===== src/rtl/bcd_pkg.sv =====
// Shared definitions for the BCD digital-tube feeder: FSM encoding, iteration
// count, overflow display pattern, default operand limit and byte-merge helper.
package bcd_pkg;

  typedef enum logic [1:0] {
    IDLE  = 2'd0,
    CONV  = 2'd1,
    WRITE = 2'd2
  } state_t;

  localparam int unsigned ITER            = 32;
  localparam logic [31:0] OVF_PATTERN     = 32'hEEEE_EEEE;
  localparam logic [31:0] MAX_VAL_DEFAULT = 32'd99_999_999;

  function automatic logic [31:0] byte_merge(input logic [31:0] old_val,
                                             input logic [31:0] new_val,
                                             input logic [3:0]  be);
    logic [31:0] r;
    r = old_val;
    for (int unsigned i = 0; i < 4; i++) begin
      if (be[i]) r[8*i +: 8] = new_val[8*i +: 8];
    end
    return r;
  endfunction

endpackage


===== src/rtl/bcd_dabble_step.sv =====
// One double-dabble iteration: add 3 to every BCD nibble >= 5, then shift left
// taking one new binary bit in at the LSB.
module bcd_dabble_step
  import bcd_pkg::*;
(
  input  logic [31:0] acc,
  input  logic        bit_in,
  output logic [31:0] acc_next
);

  logic [31:0] adj;

  always_comb begin
    adj = acc;
    for (int unsigned i = 0; i < 8; i++) begin
      if (acc[4*i +: 4] >= 4'd5) adj[4*i +: 4] = acc[4*i +: 4] + 4'd3;
    end
    acc_next = (adj << 1) | {31'b0, bit_in};
  end

endmodule


===== src/rtl/bcd_tube_feeder.sv =====
// CPU-visible binary-to-BCD converter that feeds an 8-digit tube register:
// a VALUE write launches a 32-step conversion, then one write to the tube.
module bcd_tube_feeder
  import bcd_pkg::*;
#(
  parameter logic        DT_ADDR = 1'b0,
  parameter logic [31:0] MAX_VAL = MAX_VAL_DEFAULT
) (
  input  logic        clk,
  input  logic        reset,
  input  logic        cpu_addr,
  input  logic [3:0]  cpu_byteen,
  input  logic [31:0] cpu_din,
  output logic [31:0] cpu_dout,
  output logic        dt_addr,
  output logic [3:0]  dt_byteen,
  output logic [31:0] dt_din
);

  localparam logic [4:0] LAST_STEP = 5'(ITER - 1);

  state_t      state, state_n;
  logic [31:0] operand, operand_n;
  logic [31:0] shadow, shadow_n;
  logic [31:0] acc, acc_n;
  logic [4:0]  cnt, cnt_n;
  logic        ovf, ovf_n;
  logic [31:0] dt_din_n;
  logic [31:0] merged;
  logic [31:0] step_out;
  logic        value_wr;
  logic        busy;

  bcd_dabble_step u_step (
    .acc      (acc),
    .bit_in   (shadow[31]),
    .acc_next (step_out)
  );

  assign value_wr = (|cpu_byteen) && !cpu_addr;
  assign merged   = byte_merge(operand, cpu_din, cpu_byteen);
  assign busy     = (state != IDLE);
  assign dt_addr  = DT_ADDR;
  assign cpu_dout = cpu_addr ? {30'b0, ovf, busy} : operand;
  // A VALUE write landing in the WRITE cycle supersedes this result, so suppress it.
  assign dt_byteen = (state == WRITE && !value_wr) ? 4'hF : 4'h0;

  always_comb begin
    state_n   = state;
    operand_n = operand;
    shadow_n  = shadow;
    acc_n     = acc;
    cnt_n     = cnt;
    ovf_n     = ovf;
    dt_din_n  = dt_din;
    if (value_wr) begin
      state_n   = CONV;
      operand_n = merged;
      shadow_n  = merged;
      acc_n     = '0;
      cnt_n     = '0;
      ovf_n     = (merged > MAX_VAL);
    end else begin
      case (state)
        IDLE: ;
        CONV: begin
          acc_n    = step_out;
          shadow_n = {shadow[30:0], 1'b0};
          cnt_n    = cnt + 5'd1;
          if (cnt == LAST_STEP) begin
            state_n  = WRITE;
            dt_din_n = ovf ? OVF_PATTERN : step_out;
          end
        end
        WRITE:   state_n = IDLE;
        default: state_n = IDLE;
      endcase
    end
  end

  always_ff @(posedge clk) begin
    if (reset) begin
      state   <= IDLE;
      operand <= '0;
      shadow  <= '0;
      acc     <= '0;
      cnt     <= '0;
      ovf     <= 1'b0;
      dt_din  <= '0;
    end else begin
      state   <= state_n;
      operand <= operand_n;
      shadow  <= shadow_n;
      acc     <= acc_n;
      cnt     <= cnt_n;
      ovf     <= ovf_n;
      dt_din  <= dt_din_n;
    end
  end

endmodule


===== config.mk =====
export PLATFORM = sky130hd
export DESIGN_NAME = bcd_tube_feeder
export DESIGN_NICKNAME = d
export VERILOG_FILES = /design/src/rtl/bcd_pkg.sv /design/src/rtl/bcd_dabble_step.sv /design/src/rtl/bcd_tube_feeder.sv
export SDC_FILE = /design/constraint.sdc
export NUM_CORES = 1
export LEC_CHECK = 0
export CAP_MARGIN = 40
export CORE_AREA = 2 2 122 124
export DETAILED_ROUTE_END_ITERATION = 8
export DIE_AREA = 0 0 124 126
export GPL_TIMING_DRIVEN = 1
export PLACE_DENSITY = 0.68
export SYNTH_ARGS = -nofsm -noshare
export SYNTH_HDL_FRONTEND = slang
export SYNTH_SLANG_ARGS = --single-unit

===== constraint.sdc =====
create_clock -name clk -period 3.6 [get_ports clk]
set_input_delay 0.54 -clock clk [delete_from_list [all_inputs] [get_ports clk]]
set_output_delay 0.54 -clock clk [all_outputs]
set_load 0.03 [all_outputs]

**After elaboration in Yosys (flattened, before gate mapping)**

Cells that the tools add are included.

- Muxes and demuxes: 20
- Add/subtract/negate cells: 9
- Bitwise logic cells: 3
- Reduce and logical (&&, ||, !) cells: 12
- Equal/unequal tests: 6
- Magnitude comparators: 9

Operator list:

| kind | number |
|---|---|
| $mux 32 | 4 |
| $ge 4x3->1 const B | 8 |
| $gt 32x27->1 const B | 1 |
| $mux 4 | 8 |
| $mux 8 | 4 |
| $or 32x1->32 | 1 |
| $add 4x2->4 const B | 7 |
| $add 5x1->5 const B | 1 |
| $eq 5x5->1 const B | 1 |
| $ne 2x2->1 const B | 2 |
| $pmux 2 s2 | 1 |
| $reduce_and 2->1 | 2 |
| $reduce_bool 2->1 | 2 |
| $reduce_or 4->1 | 1 |
| $add 3x2->3 const B | 1 |
| $mux 3 | 1 |
| $ne 3x3->1 const B | 1 |
| $reduce_and 3->1 | 1 |
| $eq 2x1->1 const B | 1 |
| $eq 2x2->1 const B | 1 |
| $logic_and 1x1->1 | 2 |
| $logic_not 1->1 | 2 |
| $logic_not 2->1 | 1 |
| $mux 2 | 1 |
| 3 further kinds | 4 |

- Input port bits: 39
- Flip-flop bits (word level): 136
- Output and inout port bits: 69
- Word-level logic and storage cells: 67

**Depth between registers and ports, before layout**

- Word-level depth: 5
- Mapped depth: 9
- Gate-level depth less buffers: 7

**Modules after synthesis**

Synthesis repeated with hierarchy kept, for this count alone.

- Cells, all modules: 827
- Area, all modules: 6535.0 µm²

Modules (own cells, without submodules):

| module | seq. area each (µm²) | area an instance (µm²) | times used | cells each |
|---|---|---|---|---|
| bcd_tube_feeder | 2722.6 | 5736.8 | 1 | 702 |
| bcd_dabble_step | 0.0 | 798.3 | 1 | 125 |

**Worst setup path before layout**

OpenSTA, ideal clock, no wires.

- Kind: input-to-output
- Start point: in cpu_byteen[0]
- End point: out dt_byteen[1]
- Stages: 6
- Slack: 517 ps
- Data required time: 3060 ps
- Data arrival time: 2543 ps
- Cell sequence: buf_6 -> nor4_4 -> nor2_1 -> clkbuf_1 -> nor3b_1 -> buf_4

- Longest elaborated chain between the ends: 5

RTL lines:

| what | RTL line | RTL |
|---|---|---|
| start, declared | bcd_tube_feeder.sv:12 | `input logic [3:0] cpu_byteen,` |
| $reduce_or 4->1 | bcd_tube_feeder.sv:40 | `assign value_wr = (\|cpu_byteen) && !cpu_addr;` |
| $logic_and 1x1->1 | bcd_tube_feeder.sv:40 |  |
| $logic_not 1->1 | bcd_tube_feeder.sv:46 | `assign dt_byteen = (state == WRITE && !value_wr) ? 4'hF : 4'h0;` |
| $logic_and 1x1->1 | bcd_tube_feeder.sv:46 |  |
| $mux 4 | bcd_tube_feeder.sv:46 |  |
| end, declared | bcd_tube_feeder.sv:16 | `output logic [3:0] dt_byteen,` |

Every way passes these cells.

**Worst setup path in the final report**

- Start point: in cpu_addr
- End point: out cpu_dout[18]

- Longest elaborated chain between the ends: 1

RTL lines:

| what | RTL line | RTL |
|---|---|---|
| start, declared | bcd_tube_feeder.sv:11 | `input logic cpu_addr,` |
| $mux 32 | bcd_tube_feeder.sv:44 | `assign cpu_dout = cpu_addr ? {30'b0, ovf, busy} : operand;` |
| end, declared | bcd_tube_feeder.sv:14 | `output logic [31:0] cpu_dout,` |

Every way passes these cells.

==> impl_metrics.ini <==
[cts]
holdBufCountCts = 0
cts_buffer_depth = 2
post_cts_buffers = 0
cts.sinks = 136
ctsResizeCount = 0
clk_pin_slew_ns = 0.05
clkLatencyLatePin_ns = 0.41
cts_made_buffers = 17
cts_tree = built
htreeDepth = 4
ctsRootBufferMaster = clkbuf_16

[synthesis]
synth_nets = 818
synth_edf_count = 0
synth-main-ff-cell = dfxtp_1
ys_async_sr_fraction_pct = 0
syn_area_per_cell_um2 = 8.28
syn_inst = 761
synth_cell_types = 45
ys.warnings.count = 0
ys_ff_latch = 136
yosysSeqAreaShare_pct = 43.2
syn_area_um2 = 6300

[timing]
setup_ws_ns = 0.640
maxSlewHeadroom_pct = 45.0
timing.fmax_mhz = 338
worst_pin_slew_ns = 0.825
final.setup.tns_ns = 0
period_share_pct = 82.2
grt_setup_unrepaired = false
slew_violations = 0
skew_ns = 0.00505
final.min_clock_period_ns = 2.96
hold_violations = 0
setup_viol = 0

[place]
pre_cts_slack_ns = 0.628
hpwlAfterDp_mm = 10.6
gp_congestion = 0.792
io_buffers = 106

[global_routing]
grt_overflow = 0
grt_pass1_wl_mm = 25.8
grt_pass1_vias = 5450
antenna_found_initial = 0
track_usage_pct = 20.5
grt_max_degree = 72

[drt]
drc = 0
vias_per_cell = 5.32
first_iter_violations = 345
firstDrtPassIters = 5
wirelength_mm = 15.4
via_count = 5519
routed_wire_length_per_instance_um = 14.8
antenna_left = 0

[worst_setup_path]
cp.arrival_ns = 2.42
required_ns = 3.06
criticalPathCategory = primary input to primary output
end_kind = primary output
crit_path_start_kind = primary input
cp_max_fo = 21

[pwr]
peakVddDrop_v = 0.000259
p_leak_nw = 3.12
powerDensity_nw_per_um2 = 499

[finish]
nets = 898
areaGrowthSynthToFinish_pct = 28.7
insertedDiodeCount = 0
drive_above_1_share_pct = 6.67

[worst_hold_path]
hp-class = register to register

[die]
die-area_um2 = 15600
initial_core_util_pct = 44.0
dieHeight_um = 126
boundaryPins = 108
die_x_um = 124
row_count = 44
core_area_um2 = 14300

[status]
status = finished clean

[flow_run]
timing.max_cap.violations = 0
-- cell usage after synthesis (all sizes together), types with 2 or more instances --
library cell  number  share of area [%]
nor3b             16                1.9
ha                18                3.6
a21o              29                3.5
or3                8               0.79
buf               16                1.8
dfxtp            136                 43
o22ai             17                1.8
inv               17                1.0
and3               2               0.20
a311oi             9                1.3
mux2               3               0.54
mux2i             37                5.9
a211oi            15                1.8
nand2b            12                1.2
a31oi             30                3.0
nor2             113                6.7
xor2               2               0.28
nand3              7               0.56
a21oi             54                4.3
nand2            113                6.7
nand3b             2               0.24
o21ai              8               0.64
clkbuf            41                2.4
xnor2              9                1.3
nor2b             31                3.1
-- critical path: stages --
cell             delay (ns)
clkdlybuf4s50_1        0.70
buf_4                  0.36
nor2b_1                0.14
clkdlybuf4s50_1        0.68
-- power by group --
group | internal, W | switching, W | total (W)
Sequential | 0.00158 | 0.0000540 | 0.00163
Clock | 0.00135 | 0.000617 | 0.00197
Combinational | 0.000193 | 0.000254 | 0.000447
-- path summary, 6_finish.rpt --
| kind | from | endpoint | slack (ns) | cells past startpoint |
|---|---|---|---|---|
| setup reg to reg | cnt[0] | dt_din[6] | 1.43 | 7 |
| hold / removal | dt_din[8] | dt_din[8] | 0.46 | 2 |
| hold reg to reg | dt_din[8] | dt_din[8] | 0.46 | 2 |
| setup / recovery | cpu_addr | cpu_dout[18] | 0.64 | 4 |
-- per-layer routing --
| metal | wire (um) | GRT usage (%) |
|---|---|---|
| met5 | 0 | 0 |
| met4 | 252 | 7.07 |
| met3 | 472 | 3.44 |
| met2 | 7830 | 35.6 |
| met1 | 6810 | 25.5 |
-- final cells by class --
cell class	instances	area (um2)
inverter	17	63.8
tap	184	230
timing repair buffer	118	1160
fill	1297	6200
clock buffer	24	482
clock inverter	8	190
multi-input combinational	551	3270
sequential	136	2720
-- state kept, by name, indices dropped and copies added, names as in the netlist --
| name | flops |
|---|---|
| state | 2 |
| dt_din | 32 |
| ovf | 1 |
| cnt | 5 |
| shadow | 32 |
| acc | 32 |
| operand | 32 |
-- cells by family after synthesis --
group | count (synthesis) | synth area share [%]
buffers and inverters | 74 | 5.22
muxes | 40 | 6.42
other | 1 | 0.0595
DFF | 136 | 43.2
xor gates and xnor gates | 11 | 1.53
AOI/OAI and AO/OA | 169 | 17.4
adders and majority gates | 18 | 3.58
and+or+nand+nor | 312 | 22.6
-- placed cells by master, fill, tap and decap left out, types with 2 or more instances in the layout --
master / n
dfxtp_1: 136
nand2_1: 113
nor2_1: 112
clkdlybuf4s50_1: 101
a21oi_1: 54
mux2i_1: 37
a31oi_1: 30
nor2b_1: 30
a21o_1: 29
ha_1: 18
inv_1: 17
clkbuf_16: 17
nor3b_1: 16
o22ai_1: 16
a211oi_1: 15
buf_4: 15
nand2b_1: 11
a311oi_1: 9
xnor2_1: 9
o21ai_0: 8
or3_1: 8
nand3_1: 7
bufinv_16: 6
clkbuf_1: 4
mux2_2: 3
clkbuf_8: 3
nand3b_1: 2
and3_1: 2
xor2_1: 2
clkinv_2: 2
-- stage by stage --
stage	power, W	cell area (um2)	utilization, %	hold slack (ns)	instances
after CTS	0.00408	8110	56.7	0.464	1038
after floorplan	0.00195	6300	-	0.436	761
after global routing	0.00420	8110	56.7	0.480	1038
after global placement	0.00209	7410	51.8	0.446	1005
after detailed placement	0.00211	7440	52.0	0.456	1006
final	0.00405	8110	56.7	0.457	1038
Power figures use the tool's default switching activity.
